$ cat src/rtl/alu_seq_pkg.sv
// Shared constants for the 16-bit sequencer that drives an external 8-bit ALU.
// Op codes, ALU select codes, FSM states and flag bit positions.
package alu_seq_pkg;

    localparam logic [2:0] OP_ADD16 = 3'b000;
    localparam logic [2:0] OP_SUB16 = 3'b001;
    localparam logic [2:0] OP_INX   = 3'b010;
    localparam logic [2:0] OP_DCX   = 3'b011;
    localparam logic [2:0] OP_CMP16 = 3'b100;

    localparam logic [3:0] SEL_ADD  = 4'b0000;
    localparam logic [3:0] SEL_ADDC = 4'b0001;
    localparam logic [3:0] SEL_SUB  = 4'b0010;
    localparam logic [3:0] SEL_SUBC = 4'b0011;
    localparam logic [3:0] SEL_INR  = 4'b1000;
    localparam logic [3:0] SEL_DCR  = 4'b1001;
    localparam logic [3:0] SEL_NOP  = 4'b1111;

    localparam int FLG_PAR = 3;
    localparam int FLG_CY  = 2;
    localparam int FLG_SGN = 1;
    localparam int FLG_ZER = 0;

    typedef enum logic [1:0] {
        ST_IDLE,
        ST_LO,
        ST_HI,
        ST_DONE
    } state_t;

    function automatic logic op_legal(input logic [2:0] op);
        return op <= OP_CMP16;
    endfunction

    function automatic logic op_incdec(input logic [2:0] op);
        return (op == OP_INX) || (op == OP_DCX);
    endfunction

    function automatic logic [3:0] sel_lo(input logic [2:0] op);
        logic [3:0] s;
        s = SEL_NOP;
        unique case (1'b1)
            op == OP_ADD16: s = SEL_ADD;
            op == OP_SUB16: s = SEL_SUB;
            op == OP_CMP16: s = SEL_SUB;
            op == OP_INX:   s = SEL_INR;
            op == OP_DCX:   s = SEL_DCR;
            default:        s = SEL_NOP;
        endcase
        return s;
    endfunction

    function automatic logic [3:0] sel_hi(input logic [2:0] op);
        logic [3:0] s;
        s = SEL_NOP;
        unique case (1'b1)
            op == OP_ADD16: s = SEL_ADDC;
            op == OP_INX:   s = SEL_ADDC;
            op == OP_SUB16: s = SEL_SUBC;
            op == OP_CMP16: s = SEL_SUBC;
            op == OP_DCX:   s = SEL_SUBC;
            default:        s = SEL_NOP;
        endcase
        return s;
    endfunction

endpackage

$ cat src/rtl/alu_seq16.sv
// 16-bit op sequencer: low byte then high byte through an external 8-bit ALU.
// Define ALU_SEQ_ZERO16_EN for a full 16-bit zero flag (default: high-byte zero).
module alu_seq16
    import alu_seq_pkg::*;
(
    input  logic        clk,
    input  logic        rst,
    input  logic        start_valid,
    output logic        start_ready,
    input  logic [2:0]  op,
    input  logic [15:0] opa,
    input  logic [15:0] opb,
    output logic [7:0]  alu_a,
    output logic [7:0]  alu_b,
    output logic        alu_cin,
    output logic [3:0]  alu_sel,
    input  logic [7:0]  alu_result,
    input  logic [3:0]  alu_flags,
    output logic        done_valid,
    input  logic        done_ready,
    output logic [15:0] res,
    output logic [3:0]  flags_out,
    output logic        err
);

    state_t      state;
    state_t      state_nx;
    logic [2:0]  op_q;
    logic [15:0] opa_q;
    logic [15:0] opb_q;
    logic [7:0]  lo_q;
    logic        lo_cy;
    logic        zero16;
    logic        accept;

    assign start_ready = (state == ST_IDLE) && !rst;
    assign done_valid  = (state == ST_DONE);
    assign accept      = start_valid && start_ready;

    always_ff @(posedge clk or posedge rst) begin
        if (rst) state <= ST_IDLE;
        else     state <= state_nx;
    end

    always_comb begin
        state_nx = state;
        alu_a    = 8'h00;
        alu_b    = 8'h00;
        alu_cin  = 1'b0;
        alu_sel  = SEL_NOP;
        unique case (state)
            ST_IDLE: begin
                if (accept) state_nx = op_legal(op) ? ST_LO : ST_DONE;
            end
            ST_LO: begin
                alu_a    = opa_q[7:0];
                alu_b    = opb_q[7:0];
                alu_sel  = sel_lo(op_q);
                state_nx = ST_HI;
            end
            ST_HI: begin
                alu_a    = opa_q[15:8];
                alu_b    = op_incdec(op_q) ? 8'h00 : opb_q[15:8];
                alu_cin  = lo_cy;
                alu_sel  = sel_hi(op_q);
                state_nx = ST_DONE;
            end
            ST_DONE: begin
                if (done_ready) state_nx = ST_IDLE;
            end
        endcase
    end

`ifdef ALU_SEQ_ZERO16_EN
    logic lo_z;

    always_ff @(posedge clk or posedge rst) begin
        if (rst)                 lo_z <= 1'b0;
        else if (state == ST_LO) lo_z <= alu_flags[FLG_ZER];
    end

    assign zero16 = lo_z && alu_flags[FLG_ZER];
`else
    assign zero16 = alu_flags[FLG_ZER];
`endif

    always_ff @(posedge clk or posedge rst) begin
        if (rst) begin
            op_q      <= '0;
            opa_q     <= '0;
            opb_q     <= '0;
            lo_q      <= '0;
            lo_cy     <= 1'b0;
            res       <= '0;
            flags_out <= '0;
            err       <= 1'b0;
        end else begin
            case (state)
                ST_IDLE: begin
                    if (accept) begin
                        op_q  <= op;
                        opa_q <= opa;
                        opb_q <= opb;
                        err   <= !op_legal(op);
                        // Illegal ops report straight from IDLE with cleared results
                        if (!op_legal(op)) begin
                            res       <= '0;
                            flags_out <= '0;
                        end
                    end
                end
                ST_LO: begin
                    lo_q  <= alu_result;
                    lo_cy <= alu_flags[FLG_CY];
                end
                ST_HI: begin
                    res <= (op_q == OP_CMP16) ? opa_q
                                              : {alu_result, lo_q};
                    flags_out <= {alu_flags[FLG_PAR],
                                  alu_flags[FLG_CY],
                                  alu_flags[FLG_SGN],
                                  zero16};
                end
                default: ;
            endcase
        end
    end

endmodule

$ cat config.mk
export PLATFORM = sky130hd
export DESIGN_NAME = alu_seq16
export DESIGN_NICKNAME = d
export VERILOG_FILES = /design/src/rtl/alu_seq_pkg.sv /design/src/rtl/alu_seq16.sv
export SDC_FILE = /design/constraint.sdc
export NUM_CORES = 1
export LEC_CHECK = 0
export BUFFER_PORTS_ARGS = -buffer_cell sky130_fd_sc_hd__buf_2
export CAP_MARGIN = 20
export CORE_UTILIZATION = 25
export CTS_CLUSTER_DIAMETER = 50
export CTS_CLUSTER_SIZE = 30
export DETAILED_ROUTE_END_ITERATION = 7
export GPL_ROUTABILITY_DRIVEN = 1
export MAX_ROUTING_LAYER = met4
export SLEW_MARGIN = 20
export SYNTH_ARGS = -nofsm -noshare
export SYNTH_HDL_FRONTEND = slang
export SYNTH_SLANG_ARGS = --single-unit
$ cat constraint.sdc
create_clock -name clk -period 2.35 [get_ports clk]
set_clock_uncertainty 0.15 [all_clocks]
set_input_delay 0.3525 -clock clk [delete_from_list [all_inputs] [get_ports clk]]
set_output_delay 0.3525 -clock clk [all_outputs]
set_load 0.02 [all_outputs]
======== Yosys cells after proc, flatten, opt, wreduce, memory -nomap -nowiden ========
Index checks and enable logic that the tools add are counted.
cells by class
  div/mod/pow operators ................... 0
  $mul .................................... 0
  add/subtract/negate cells ............... 0
  bitwise logic cells ..................... 0
  mux-type cells .......................... 18
  reductions and logical operators ........ 14
  magnitude comparators ................... 1
  shift-type cells ........................ 0
  eq/ne operators ......................... 10
operators by type and width
  cell                number
  $mux 16             3
  $pmux 16 s2         1
  $pmux 8 s2          2
  $pmux 4 s2          3
  $pmux 4 s4          1
  $mux 4              2
  $mux 8              1
  $pmux 2 s4          1
  $eq 3x2->1 const B  2
  $mux 2              3
  $eq 2x2->1 const B  2
  $ne 2x2->1 const B  2
  $reduce_and 2->1    2
  $reduce_or 2->1     2
  $eq 3x1->1 const B  1
  $eq 3x3->1 const B  1
  $le 3x3->1 const B  1
  $logic_not 3->1     1
  $reduce_and 3->1    1
  $reduce_or 3->1     1
  $eq 2x1->1 const B  1
  $logic_and 1x1->1   2
  $logic_not 1->1     2
  $logic_not 2->1     1
  other kinds (4)     4
word-level totals
  bits in latches ......................... 0
  memory bits (writable) .................. 0
  register bits after elaboration ......... 67
  memory bits (read-only) ................. 0
  bits of input ports ..................... 51
  word-level logic and storage cells ...... 52
  memories kept ........................... 0

======== Logic depth before layout (Yosys ltp) ========
Gate-level depths: netlist of run 1.
  word-level depth ........................ 5
  mapped depth ............................ 7
  gate-level depth less buffers ........... 5

======== Worst setup path after synthesis of run 1 ========
Ideal clock, no wire load.
  kind .................................... reg-to-output
  from .................................... reg state[0]
  to ...................................... out alu_sel[1]
  path buffers ............................ 2
  slack ................................... 0.130 ns
  arrival ................................. 1.717 ns
  stages on the path, launching flop included .. 8
  cell sequence ........................... dfrtp_1 inv_1 ha_1 clkbuf_1 clkbuf_1 nand2b_1 a21oi_1 o21ai_0
on the way
  longest elaborated chain between the ends .. 2
ends and longest elaborated chain
  what                                      RTL line         source
  start, declared                           alu_seq16.sv:26  state_t state;
  start signal, assigned                    alu_seq16.sv:42  else state <= state_nx;
  $eq 2x2->1 or $eq 2x1->1 (tied branches)  alu_seq16.sv:51  unique case (state)
  $pmux 4 s2 (*)                            alu_seq16.sv:51
  end, declared                             alu_seq16.sv:16  output logic [3:0] alu_sel,
Mark *: on every way between the ends. The rest lies on a longest branch, timed or not.

======== Worst setup path after layout of run 1 ========
  from .................................... reg state[0]
  to ...................................... out alu_a[7]
on the way
  longest elaborated chain between the ends .. 2
ends and longest elaborated chain
  what                                      RTL line         source
  $eq 2x2->1 or $eq 2x1->1 (tied branches)  alu_seq16.sv:51
  $pmux 8 s2 (*)                            alu_seq16.sv:51
  end, declared                             alu_seq16.sv:13  output logic [7:0] alu_a,
Marks and branches as above.

==> results of run 1 <==
==> worst max-delay path, stage by stage (launching register included) <==
cell and delay, ns:
dfrtp_1 0.40, inv_2 0.10, ha_4 0.30, clkinv_1 0.09, buf_4 0.19, a21oi_1 0.16
buf_4 0.17
==> placed cells by master (no fill, tap or decap), types with 6 or more instances in the layout <==
master,instances
buf_2,92
a21oi_1,11
clkbuf_16,10
dfrtp_1,66
inv_1,6
mux2i_1,22
nor2_1,10
nand2_1,46
buf_4,11
mux2_4,10
mux2_2,51
a32oi_1,8
==> logic make-up (layout without fill, tap and decap cells) <==
logic type      Yosys count  after routing  share of synthesized area, %
mux                      83             83                          28.8
flops                    67             67                          51.1
simple gates             65             65                          8.32
buf+inv                  29            137                          4.54
compound gates           26             26                          4.96
fa+ha+maj                 6              6                          2.21
==> worst max-delay path by stage <==
| stage | start | end | slack [ns] | cells after the start |
|---|---|---|---|---|
| after floorplan | state[0] | alu_sel[1] | 0.13 | 7 |
| after global placement | state[0] | opa_q[1] | 0.33 | 5 |
| after detailed placement | state[0] | opb_q[14] | 0.25 | 5 |
| after CTS | state[1] | alu_a[7] | 0.002 | 6 |
| after global routing | state[0] | alu_a[0] | -0.02 | 6 |
| final | state[0] | alu_a[7] | 0.10 | 6 |
==> through the flow <==
step	hold WS (ns)	util [%]
2_1_floorplan	0.323	-
3_3_place_gp	0.332	31.3
3_5_place_dp	0.339	31.3
4_1_cts	0.0758	34.2
5_1_grt	0.0845	34.9
6_report	0.0957	34.9
==> flip-flops by register name, indices dropped and copies added, names as in the netlist, 2 cells and up <==
name,count
flags_out,4
lo_q,8
op_q,3
opa_q,16
opb_q,16
res,16
state,2
==> where the power goes <==
part	switching, W	internal (W)	total (W)
sequential	0.000337	0.00169	0.00203
combinational	0.00175	0.00160	0.00334
clock	0.000485	0.000872	0.00136
==> layout make-up <==
class / instances / area [um^2]
Clock inverter: 2 / 35.0
Timing Repair Buffer: 112 / 713
Tap cell: 172 / 215
Multi-Input combinational cell: 180 / 1500
Sequential cell: 67 / 1680
Clock buffer: 13 / 260
Fill cell: 1308 / 8290
Inverter: 10 / 37.5
==> metal layers <==
| metal | vias up | part of all wire [%] |
|---|---|---|
| li1 | 1164 | - |
| met1 | 1210 | 45 |
| met2 | 69 | 47 |
| met3 | 10 | 5.9 |
| met4 | 0 | 1.3 |
| met5 | - | 0 |
==> timing repair <==
action                                  CTS  global route
gates cloned                              1             1
hold endpoints to repair                 67             0
hold buffers                              1             0
resized for setup                         3             7
endpoints found under the setup margin    4            19
setup buffers                             0             5
pin swaps                                 0             1
==> results.md, run 1 <==
* Clock Path Buffers at 2
* Post-synth EDFFs at 0
* Arr. time, crit path at ~1.8 ns
* Io pins at 95
* Ys Warns at 0
* Cell Pwr Density at 1520 mW/mm^2
* Gr usage total at 13.6%
* Hold Startpoint: opb[12]
* Post-synth top cells: dfrtp_1 (67), mux2_2 (51), nand2_1 (46)
* Gate Count Post-Synth at 276
* Startpoint Class: flop
* Hold Path End: opb_q[12]
* Vias in the first global route at about 2400
* # port buffers at 94
* Synthesis-stage register bit count at 67
* Residual overflow from global routing at 0
* Distinct cell type count after synthesis at 26
* CTS tree: yes
* Max_cap viols at 0
* F_max at 445 MHz
* Iteration-0 DRC Markers at 132
* Busiest grt layer: met2
* Final wirelength at 8310 um
* Nets@finish at 436
* Htree depth at 3
* Worst Hold Class: input pin to flop
* Period utilization at 95.7%
* CTS clock-pin slew for the worst setup and hold paths at 0.05 ns
* Seq/Total Area, Yosys at 51.1%
* Setup TNS at 0 ns
* Yosys top cell by area: dfrtp_1
* Pwr Total at 0.00673 W
* Reg2reg end: res[5]
* R2R depth at 7
* Share of layout cells above drive strength 1 at 50.3%
* # DRC at 0
* Area after DPL at between 0.003 and 0.004 mm^2
* Inst Count DP at 533
* Post-route cell area at 0.00444 mm^2
* CP Capture Type: output pin
* Slew headroom at between 60% and 70%
* Syn avg cell area at about 12 um^2
* Crit path kind: flop to output pin
* Met1 usage at between 15 and 20%
* Vias at between 2000 and 2500
* Initial Utilization at 25.8%
* Pleak at 2.09 nW
* Global-route wire length before repair at 12900 um
* Met2 GRT Util at 21.4%
* Die X-Extent at 117 um
* Synthesized area at 0.00328 mm^2
* Max Slew Vio Count at 0
* Pin count of the biggest net entering global routing at 68
* Final Hold Viols at 0
* Row count at 41
* Slew @ Worst Pin at between 0.5 and 0.6 ns
* Die area at 0.0136 mm^2
* Top FF cell, synth: dfrtp_1
* Initial antenna violation count at 0
* Syn nets at 332
* First-pass detailed-route iteration total at 4
* Root Driver: clkbuf_16
* Worst EP required at 1.85 ns
* CORE AREA at 0.0127 mm^2
* HPWL Detailed at 5400 um
* Post-Layout Cell Count at 556
* Die H at 117 um
* Final Setup Violations at 0
* Vias/cell at 4.41
* FF-to-FF Start: state[0]
* Outcome: completed
* Fin worst setup slack at 0.102 ns
* Most frequent cell after synthesis: dfrtp_1
* CTS sink count at 67
* Layout area overhead at 35.3%
* Hold path cells at 2
* Synth top area cells: dfrtp_1 (51%), mux2_2 (18%), mux2i_1 (6.7%)
* Async SR Flop Fraction at 100%
* Pre-CTS WS at 0.251 ns
* Remaining antenna violation count at 0
* Total CTS buffers at 9
* Min cycle time layout at 2.25 ns
* Clk_lat worst skew at 0.34 ns
* Synth top area share at about half
* Worst-path fanout max at 8
* Antenna diode count at 0
* Reg2reg setup slack at 0.31 ns
* Final Wtd Congestion at 0.733
* Worst VDD drop at 0.000586 V
* Routed wire per std cell at about 15 um
* GRT met3 Usage at 4.93%
(Power assumes the default switching activity.)
==> run 2: changes to the inputs <==
--- a/config.mk
+++ b/config.mk
@@ -7,6 +7,7 @@
 export LEC_CHECK = 0
 export BUFFER_PORTS_ARGS = -buffer_cell sky130_fd_sc_hd__buf_2
 export CAP_MARGIN = 20
+export CORE_ASPECT_RATIO = 1.2
 export CORE_UTILIZATION = 25
 export CTS_CLUSTER_DIAMETER = 50
 export CTS_CLUSTER_SIZE = 30
==> run 2 against run 1 <==
Net effect: global-route usage shrank 0.31 points; fmax barely moved; clock power rose by 9.6%; count of clock-buffer cells in the layout decreased by 1; combinational power decreased by 3%; critical path type unchanged; highest routed layer unchanged; critical endpoint is now alu_a[3].
==> results.md, run 2 (synthesis results as in run 1) <==
* Outcome: completed (unchanged)
* Internal power at 0.00416 W (about the same)
* Max Slew Vio Count at 0 (unchanged)
* Die area at 0.0136 mm^2 (about the same)
* Worst VDD drop at 0.000983 V (was 0.000586 V)
* Cell Pwr Density at 1540 mW/mm^2 (was 1520 mW/mm^2)
* Area of the multi-input gates at 0.00150 mm^2 (about the same)
* Final Setup Violations at 0 (unchanged)
* Sequential Power Share at 29.9% (was 30.1%)
* Global-route wire length before repair at 13100 um (was 12900 um)
* Vias/cell at 4.38 (was 4.41)
* CTS clock-pin slew for the worst setup and hold paths at 0.06 ns (was 0.05 ns)
* Metal3 WL at 346 um (was 489 um)
* Worst-path fanout max at 8 (unchanged)
* # DRC at 0 (unchanged)
* CTS sink count at 67 (unchanged)
* Iteration-0 DRC Markers at 116 (was 132)
* Final Hold Viols at 0 (unchanged)
* Share of layout cells above drive strength 1 at 50.5% (was 50.3%)
* Register area at 0.00168 mm^2 (about the same)
* Initial Utilization at 25.8% (about the same)
* Fin worst setup slack at 0.103 ns (was 0.102 ns)
* Arr. time, crit path at 1.74 ns (was 1.75 ns)
* Worst Hold Class: input pin to flop (unchanged)
* Row count at 45 (was 41)
* Die X-Extent at 107 um (was 117 um)
* Period utilization at 95.6% (was 95.7%)
* Htree depth at 3 (unchanged)
* Worst EP required at 1.85 ns (about the same)
* WL met2 at 4220 um (was 3940 um)
* Remaining antenna violation count at 0 (unchanged)
* Max_cap viols at 0 (unchanged)
* Antenna diode count at 0 (unchanged)
* Slew @ Worst Pin at 0.505 ns (was 0.516 ns)
* Setup TNS at 0 ns (unchanged)
* Clk_lat worst skew at 0.34 ns (about the same)
* Root Driver: clkbuf_16 (unchanged)
* Gr usage total at 13.2% (was 13.6%)
* F_max at 445 MHz (about the same)
* Residual overflow from global routing at 0 (unchanged)
* Startpoint Class: flop (unchanged)
* Fillers at 1331 (was 1308)
* HPWL Detailed at 5980 um (was 5400 um)
* Final wirelength at 8590 um (was 8310 um)
* Min cycle time layout at 2.25 ns (about the same)
* Routed wire per std cell at 15.7 um (was 15.0 um)
* Top Registers: opa_q (16), opb_q (16), res (16) (unchanged)
* Pwr Total at 0.00676 W (was 0.00673 W)
* First-pass detailed-route iteration total at 4 (unchanged)
* Commonest non-fill, non-tap cells in the layout: buf_2 (93), dfrtp_1 (67), mux2_2 (51), nand2_1 (46), mux2i_1 (22) (was buf_2 (92), dfrtp_1 (66), mux2_2 (51), nand2_1 (46), mux2i_1 (22))
* Slew headroom at 66.0% (was 65.6%)
* Io pins at 95 (unchanged)
* CTS tree: yes (unchanged)
* Max layer used: met4 (unchanged)
* Layout area overhead at 33.9% (was 35.3%)
* Wl on met1 at 3880 um (was 3780 um)
* Final Wtd Congestion at 0.750 (was 0.733)
* CORE AREA at 0.0127 mm^2 (about the same)
* Pleak at 2.07 nW (was 2.09 nW)
* CP Capture Type: output pin (unchanged)
* Crit path kind: flop to output pin (unchanged)
* Switching Share at 38.5% (was 38.2%)
* Fin util at 34.5% (was 34.9%)
* Initial antenna violation count at 0 (unchanged)
* Net switching power at 0.00261 W (was 0.00257 W)
* Die H at 127 um (was 117 um)
* Comb power frac at 48.1% (was 49.7%)
* # port buffers at 94 (unchanged)
* Commonest non-fill, non-tap cell in the layout: buf_2 (unchanged)
* Clock Power Share at 22.0% (was 20.2%)
* Vias in the first global route at 2487 (was 2410)
* Pin count of the biggest net entering global routing at 40 (was 68)
* Clock Path Buffers at 2 (unchanged)
* Vias at 2389 (was 2453)
* WHS at 0.0978 ns (was 0.0957 ns)
* Pre-CTS WS at 0.266 ns (was 0.251 ns)
* Total CTS buffers at 9 (unchanged)
* Nets@finish at 433 (was 436)
-- run 2: power groups by stage --
stage | clock network, W | registers [W] | logic [W]
floorplan | 0 | 0.00209 | 0.00204
global placement | 0 | 0.00201 | 0.00305
detailed placement | 0 | 0.00204 | 0.00310
CTS | 0.00153 | 0.00202 | 0.00312
global route | 0.00156 | 0.00209 | 0.00353
finish | 0.00149 | 0.00202 | 0.00325
-- run 2: per-layer routing --
metal	vias to the layer above	track usage (%)
met1	1171	16.2
met3	10	2.86
met4	0	5.08
met5	-	-
met2	63	21.4
li1	1145	-
-- run 2: path summary, 6_finish.rpt --
path | slack, ns | to | cells after the start | from
worst min register to register | 0.34 | err | 2 | err
worst max-delay path | 0.10 | alu_a[3] | 6 | state[0]
min in group asynchronous | 0.53 | lo_cy | 4 | rst
max in group asynchronous | 1.11 | res[0] | 4 | rst
worst min-delay path | 0.1 | opb_q[14] | 2 | opb[14]
worst max register to register | 0.41 | res[6] | 6 | state[0]
-- run 2: repair_timing --
| action | in CTS | in global routing |
|---|---|---|
| pin swaps | 0 | 1 |
| cloned | 0 | 1 |
| setup buffers | 0 | 1 |
| endpoints found under the setup margin | 3 | 19 |
| hold buffers | 1 | 0 |
| endpoints found under the hold margin | 28 | 0 |
| gates resized for setup | 1 | 11 |
-- run 2: area by class of cell --
type                    count  share of cell area, %
clock inverters             4                   1.65
well taps                 164                   4.67
flip-flops and latches     67                   38.2
inverters                  10                  0.855
multi-input cells         180                   34.1
repair buffers            109                   14.7
clock buffers              12                   5.84
-- run 2: metrics by stage --
| stage | area (um^2) | instances |
|---|---|---|
| after global routing | 4390 | 546 |
| after CTS | 4320 | 544 |
| final | 4390 | 546 |
| after detailed placement | 3970 | 527 |
| after global placement | 3970 | 527 |
| after floorplan | 3280 | 276 |
-- run 2: critical path, cell delays in order, from the launching register on --
cell,delay (ns)
dfrtp_1,0.40
inv_2,0.10
ha_4,0.31
clkinv_1,0.08
buf_4,0.18
a21oi_2,0.16
buf_2,0.19
